**config.mk**
```make
export PLATFORM = sky130hd
export DESIGN_NAME = multi_pwm_gen
export DESIGN_NICKNAME = d
export VERILOG_FILES = /design/src/rtl/multi_pwm_gen.sv
export SDC_FILE = /design/constraint.sdc
export NUM_CORES = 1
export LEC_CHECK = 0
export CAP_MARGIN = 20
export CORE_MARGIN = 2
export CORE_UTILIZATION = 48
export CTS_BUF_LIST = sky130_fd_sc_hd__clkbuf_16
export CTS_CLUSTER_SIZE = 16
export DETAILED_ROUTE_END_ITERATION = 8
export PLACE_DENSITY_LB_ADDON = 0.3
export SYNTH_ARGS = -nofsm -noshare
export SYNTH_HDL_FRONTEND = slang
export SYNTH_SLANG_ARGS = --single-unit
export TNS_END_PERCENT = 1
```
**constraint.sdc**
```tcl
create_clock -name clk -period 10.15 [get_ports clk]
set_clock_uncertainty 0.05 [all_clocks]
set_input_delay 3.045 -clock clk [delete_from_list [all_inputs] [get_ports clk]]
set_output_delay 3.045 -clock clk [all_outputs]
set_load 0.02 [all_outputs]
```
**src/rtl/multi_pwm_gen.sv**
```systemverilog
// Multi-channel PWM generator with debounced per-channel duty buttons and a shared period counter.
// Optional PWM_CENTER_ALIGNED_EN selects an up/down (center-aligned) counter; default is edge-aligned.
module multi_pwm_gen #(
    parameter int CHANNELS  = 4,
    parameter int CNT_W     = 8,
    parameter int PERIOD    = 10,
    parameter int STEP      = 1,
    parameter int DUTY_INIT = 5,
    parameter int DEB_DIV   = 2
) (
    input  logic                      clk,
    input  logic                      reset,
    input  logic                      en,
    input  logic [CHANNELS-1:0]       inc_btn,
    input  logic [CHANNELS-1:0]       dec_btn,
    output logic [CHANNELS-1:0]       pwm_out,
    output logic                      period_start,
    output logic [CHANNELS*CNT_W-1:0] duty_flat
);

    localparam int                DIV_W    = (DEB_DIV > 1) ? $clog2(DEB_DIV) : 1;
    localparam logic [CNT_W-1:0]  CNT_ZERO = {CNT_W{1'b0}};
    localparam logic [CNT_W-1:0]  CNT_ONE  = CNT_W'(1);
    localparam logic [CNT_W-1:0]  CNT_LAST = CNT_W'(PERIOD - 1);
    localparam logic [CNT_W-1:0]  INIT     = CNT_W'(DUTY_INIT);
    localparam logic [CNT_W:0]    PER_X    = (CNT_W+1)'(PERIOD);
    localparam logic [CNT_W:0]    STEP_X   = (CNT_W+1)'(STEP);
    localparam logic [DIV_W-1:0]  DIV_LAST = DIV_W'(DEB_DIV - 1);
    localparam logic [DIV_W-1:0]  DIV_ONE  = DIV_W'(1);

    logic [CNT_W-1:0]                cnt_q, cnt_d;
    logic [DIV_W-1:0]                div_q, div_d;
    logic [CHANNELS-1:0]             inc_s1_q, inc_s1_d, inc_s2_q, inc_s2_d;
    logic [CHANNELS-1:0]             dec_s1_q, dec_s1_d, dec_s2_q, dec_s2_d;
    logic [CHANNELS-1:0][CNT_W-1:0]  shadow_q, shadow_d, active_q, active_d;
    logic                            tick_s, wrap_s, start_s;
    logic [CHANNELS-1:0]             inc_ev_s, dec_ev_s;
`ifdef PWM_CENTER_ALIGNED_EN
    logic                            dir_q, dir_d;   // 1 = counting up

    // Up/down counter; wrap_s marks the down-to-up turn at zero, where a new period begins.
    always_comb begin
        cnt_d  = CNT_ZERO;
        dir_d  = 1'b1;
        wrap_s = 1'b0;
        if (en) begin
            cnt_d = cnt_q;
            dir_d = dir_q;
            if (dir_q) begin
                if (cnt_q == CNT_LAST) begin
                    dir_d = 1'b0;
                end else begin
                    cnt_d = cnt_q + CNT_ONE;
                end
            end else begin
                if (cnt_q == CNT_ZERO) begin
                    dir_d  = 1'b1;
                    wrap_s = 1'b1;
                end else begin
                    cnt_d = cnt_q - CNT_ONE;
                end
            end
        end else begin
            cnt_d = CNT_ZERO;
        end
    end

    assign start_s = (cnt_q == CNT_ZERO) && dir_q;
`else
    // Edge-aligned counter 0..PERIOD-1; held at zero while disabled.
    always_comb begin
        cnt_d  = CNT_ZERO;
        wrap_s = 1'b0;
        if (en) begin
            if (cnt_q == CNT_LAST) begin
                cnt_d  = CNT_ZERO;
                wrap_s = 1'b1;
            end else begin
                cnt_d = cnt_q + CNT_ONE;
            end
        end else begin
            cnt_d = CNT_ZERO;
        end
    end

    assign start_s = (cnt_q == CNT_ZERO);
`endif

    assign tick_s   = (div_q == DIV_LAST);
    assign inc_ev_s = inc_s1_q & ~inc_s2_q & {CHANNELS{tick_s}};
    assign dec_ev_s = dec_s1_q & ~dec_s2_q & {CHANNELS{tick_s}};

    // Free-running debounce divider and 2-FF button samplers advanced only on tick.
    always_comb begin
        div_d    = tick_s ? {DIV_W{1'b0}} : div_q + DIV_ONE;
        inc_s1_d = inc_s1_q;
        inc_s2_d = inc_s2_q;
        dec_s1_d = dec_s1_q;
        dec_s2_d = dec_s2_q;
        if (tick_s) begin
            inc_s1_d = inc_btn;
            inc_s2_d = inc_s1_q;
            dec_s1_d = dec_btn;
            dec_s2_d = dec_s1_q;
        end else begin
            inc_s1_d = inc_s1_q;
            dec_s1_d = dec_s1_q;
        end
    end

    // Saturating duty update in CNT_W+1 bits; the active copy follows shadow at wrap or while disabled.
    always_comb begin
        logic [CNT_W:0] up_x;
        logic [CNT_W:0] dn_x;
        shadow_d = shadow_q;
        up_x     = {(CNT_W+1){1'b0}};
        dn_x     = {(CNT_W+1){1'b0}};
        for (int i = 0; i < CHANNELS; i++) begin
            up_x = {1'b0, shadow_q[i]} + STEP_X;
            if (up_x > PER_X) begin
                up_x = PER_X;
            end else begin
                up_x = up_x;
            end
            if ({1'b0, shadow_q[i]} < STEP_X) begin
                dn_x = {(CNT_W+1){1'b0}};
            end else begin
                dn_x = {1'b0, shadow_q[i]} - STEP_X;
            end
            if (inc_ev_s[i] && !dec_ev_s[i]) begin
                shadow_d[i] = up_x[CNT_W-1:0];
            end else if (dec_ev_s[i] && !inc_ev_s[i]) begin
                shadow_d[i] = dn_x[CNT_W-1:0];
            end else begin
                shadow_d[i] = shadow_q[i];
            end
        end
        active_d = (!en || wrap_s) ? shadow_q : active_q;
    end

    // State registers; reset aborts the period and drops any half-sampled press.
    always_ff @(posedge clk or posedge reset) begin
        if (reset) begin
            cnt_q    <= CNT_ZERO;
            div_q    <= {DIV_W{1'b0}};
            inc_s1_q <= {CHANNELS{1'b0}};
            inc_s2_q <= {CHANNELS{1'b0}};
            dec_s1_q <= {CHANNELS{1'b0}};
            dec_s2_q <= {CHANNELS{1'b0}};
            shadow_q <= {CHANNELS{INIT}};
            active_q <= {CHANNELS{INIT}};
`ifdef PWM_CENTER_ALIGNED_EN
            dir_q    <= 1'b1;
`endif
        end else begin
            cnt_q    <= cnt_d;
            div_q    <= div_d;
            inc_s1_q <= inc_s1_d;
            inc_s2_q <= inc_s2_d;
            dec_s1_q <= dec_s1_d;
            dec_s2_q <= dec_s2_d;
            shadow_q <= shadow_d;
            active_q <= active_d;
`ifdef PWM_CENTER_ALIGNED_EN
            dir_q    <= dir_d;
`endif
        end
    end

    // Outputs decode registered state; reset gating forces them low immediately.
    always_comb begin
        pwm_out = {CHANNELS{1'b0}};
        for (int i = 0; i < CHANNELS; i++) begin
            pwm_out[i] = en && !reset && (cnt_q < active_q[i]);
        end
        period_start = en && !reset && start_s;
    end

    assign duty_flat = active_q;

endmodule
```
==> results.txt <==
- Run status: complete, no violations
- In this run the cell area measured after placement is 6120 sq um.
- The core region is 11400 sq um.
- Cell types with the highest counts after synthesis: 73 x dfrtp_1, 59 x nand2_1, 58 x o21ai_0
- Counting every instance in the synthesized netlist gives 619.
- Avg Synthesized Cell Area: 9.01 sq um
* Final count of pins violating max slew: 0
- Die outline width: 112 microns
- For this configuration, the core starts out at a cell density of 49.1%.
- No sink is reached through more buffers than the 2 on the longest clock path.
- Power comes to 1.55 mW.
- Routability-driven placement finished with a final weighted congestion of 0.901.
* Number of warnings issued by yosys: 0
- Drt first pass iters: 7
- In this run the remaining antenna-violating nets after routing total 0.
- CP Launch Type: input port
- The number of endpoints with negative hold slack in the final report came to 0.
- The number of gates resized after CTS was 0.
- Critical path's slowest cell: clkdlybuf4s50_1
- Clock tree root buffer cell: clkbuf_16
- The number of setup buffers added after CTS is 0.
- Row generation in the floorplan step produced 39 rows.
- After detailed routing, the total wire length is 12.3 mm.
* IO Port Bufs: 47
- The share of the Yosys chip area taken by registers is 40.3%.
- Ys async rst share: 100%
- GRT Residual Overflow: 0
- The tool flagged a number of max-cap violations equal to 0.
- At the pin with the least slew margin, the transition time is 810 ps.
- Counting the fill cells in the layout gives 1029.
* Arrival time at the worst endpoint: 5600 ps
- The most used flip-flop cell after synthesis is dfrtp_1.
* Shortest clock period the worst path allows after layout: 8690 ps
- Of all cell types, the one taking the most synthesized area is dfrtp_1.
* Stage delay of the slowest cell on the critical path: 720 ps
* CTS Buf Count: 9
- Number of synthesized register bits: 89
- Worst Hold Class: reg -> reg
- The H-tree was split into 3 levels.
- The worst setup path is captured at a primary output.
- The critical path in this run is classified as in -> out.
* Initial detailed-routing violation count: 330
- Largest delay contributor family on the critical path: buffers and inverters
- For this design the top-level I/O count stands at 48.
- Diode count: 0
- Static leakage power: 2.85 nW
* Netlist area before placement: 5580 sq um
* Vias in the first global route: 4375
- Across all layers, the routed design uses 4568 vias.
* Hold buffer count at CTS: 0
- Setup violations remaining at the end of the flow were counted as 0.
* Number of placed instances with taps included: 776
* Global-route wire length before repair: 21.0 mm
- Final non-filler cell area: 6410 sq um
* Global routing usage summed across all routing layers: 20.6%
- Number of enable flip-flop cells after synthesis: 0
- RSZ-0062 raised after global routing: no
- The most common cell in the synthesized netlist is dfrtp_1.
- After detailed routing, the average wire length per cell comes to 15.6 microns.
- Area share of the largest cell type after synthesis: 32.8%
* Utilization after layout: 56.4%
- Antenna violations before repair: 0
* Largest cells by area after synthesis: dfrtp_1 33%, ha_1 11%, dfstp_2 7.5%, o21ai_0 5.2%, mux2_2 4.2%
- Measured against its own limit, the worst slew margin works out to 46.0%.
* Die ar.: 12500 sq um
- Entering global routing, the biggest net connects 63 pins.
* Routed vias/inst: 5.77
- Post-Route Setup TNS: 0 ps
- TritonCTS built the clock tree.
- Tcrit/Tclk final: 85.6%
- At the later pin of the worst-skew pair, clock insertion delay measures 350 ps.
- Synth Net Count: 677
- For this run, the post-layout net count is 702.
* Critical path's most frequent cell: clkdlybuf4s50_1
* Maximum operating frequency: 115 MHz
* Total power divided by cell area: 243 nW/um^2
- Across the VDD grid, the largest voltage drop is 0.000106 V.
* Non-filler cells, final: 792
- Synthesis instantiated 55 different standard cells from the library.
* Number of sinks on the clock net: 89
- After clock tree synthesis, the clock-pin slew on the worst setup and hold paths is 60 ps.
- Along the worst path, the maximum fanout reaches 29.
- WP buf/inv: 3
- Cells along the critical path: clkdlybuf4s50_1 > clkinv_2 > nand2_1 > or4_1 > o311ai_0 > clkdlybuf4s50_1
- Die height: 112 microns
- Data required time at the worst endpoint: 7060 ps
- Half-perimeter wire length after detailed placement: 8.79 mm
- For this run, design rule violations remaining after detail routing come to 0.
* Synth-to-layout area growth: 14.9%
- In the final layout, the share of cells above drive strength 1 is 9.86%.
## path summary, 6_finish.rpt
check / start / endpoint / slack [ps] / cells past startpoint
max: reset / pwm_out[0] / 1460 / 6
min: dec_s2_q[0]$_DFFE_PP0P_ / dec_s2_q[0]$_DFFE_PP0P_ / 450 / 1
max reg2reg: div_q$_DFF_PP0_ / shadow_q[15]$_DFFE_PP0P_ / 7160 / 8
min reg2reg: dec_s2_q[0]$_DFFE_PP0P_ / dec_s2_q[0]$_DFFE_PP0P_ / 450 / 1
max in group asynchronous: reset / shadow_q[1]$_DFFE_PP0P_ / 5880 / 3
min in group asynchronous: reset / inc_s2_q[2]$_DFFE_PP0P_ / 2980 / 2
## per-stage QoR
stage               hold WS (ps)  setup WS [ps]
finish                       449           1460
global route                 472           1300
CTS                          455           1450
detailed placement           441           1450
global placement             430           1510
floorplan                    421            916
## layout by cell type, fill, tap and decap left out, types with 8 or more instances in the layout
| master | count |
|---|---|
| ha_1 | 47 |
| nor4_1 | 8 |
| mux2_2 | 21 |
| nand2_1 | 59 |
| nor2_1 | 54 |
| xnor2_1 | 8 |
| clkbuf_16 | 9 |
| xor2_1 | 10 |
| nor3_1 | 14 |
| nand3_1 | 17 |
| dfrtp_1 | 73 |
| inv_1 | 58 |
| a21o_1 | 12 |
| dfstp_2 | 16 |
| o21ai_0 | 58 |
| a21oi_1 | 15 |
| clkdlybuf4s50_1 | 47 |
## metal layers
layer  up-vias  track usage (%)  routed length, microns
met5         -                0                       0
met4         0             8.31                     242
met3        16             3.27                     560
met2       128             34.3                    5890
met1      2182             27.1                    5660
li1       2242                -                       -
## registers in the layout, indices dropped and copies added, names as in the netlist
| signal | flops |
|---|---|
| inc_s2_q | 4 |
| cnt_q | 8 |
| duty_flat | 32 |
| shadow_q | 32 |
| div_q | 1 |
| inc_s1_q | 4 |
| dec_s2_q | 4 |
| dec_s1_q | 4 |
## power breakdown
part / internal [mW] / switching, mW / leakage, nW / total, mW
Sequential: 0.463 / 0.153 / 1.08 / 0.616
Combinational: 0.281 / 0.326 / 1.62 / 0.607
Clock: 0.190 / 0.143 / 0.152 / 0.332
Total: 0.933 / 0.621 / 2.85 / 1.55
## worst register-to-register path: cells and delay by family (launching register included)
kind | cells | cell delay, ps
xor+xnor | 1 | 150
flops | 1 | 820
buf+inv | 1 | 240
simple gates | 5 | 1250
fa+ha+maj | 1 | 430
## cell type report
cell class	instances	area, sq um	share of cell area (%)
Multi-Input combinational cell	438	2990	46.7
Tap cell	143	179	2.79
Timing Repair Buffer	49	485	7.58
Clock buffer	9	225	3.51
Sequential cell	89	2250	35.1
Clock inverter	7	65.1	1.02
Inverter	57	215	3.36
## cell families after synthesis
logic type      Yosys count  share of synthesized area (%)
fa+ha+maj                47                           10.5
simple gates            198                           17.1
compound gates          150                           18.0
xor+xnor                 18                           2.83
buf+inv                  92                           6.28
mux                      25                           4.96
flops                    89                           40.3
Note: power is estimated with default switching activity, not from simulation.
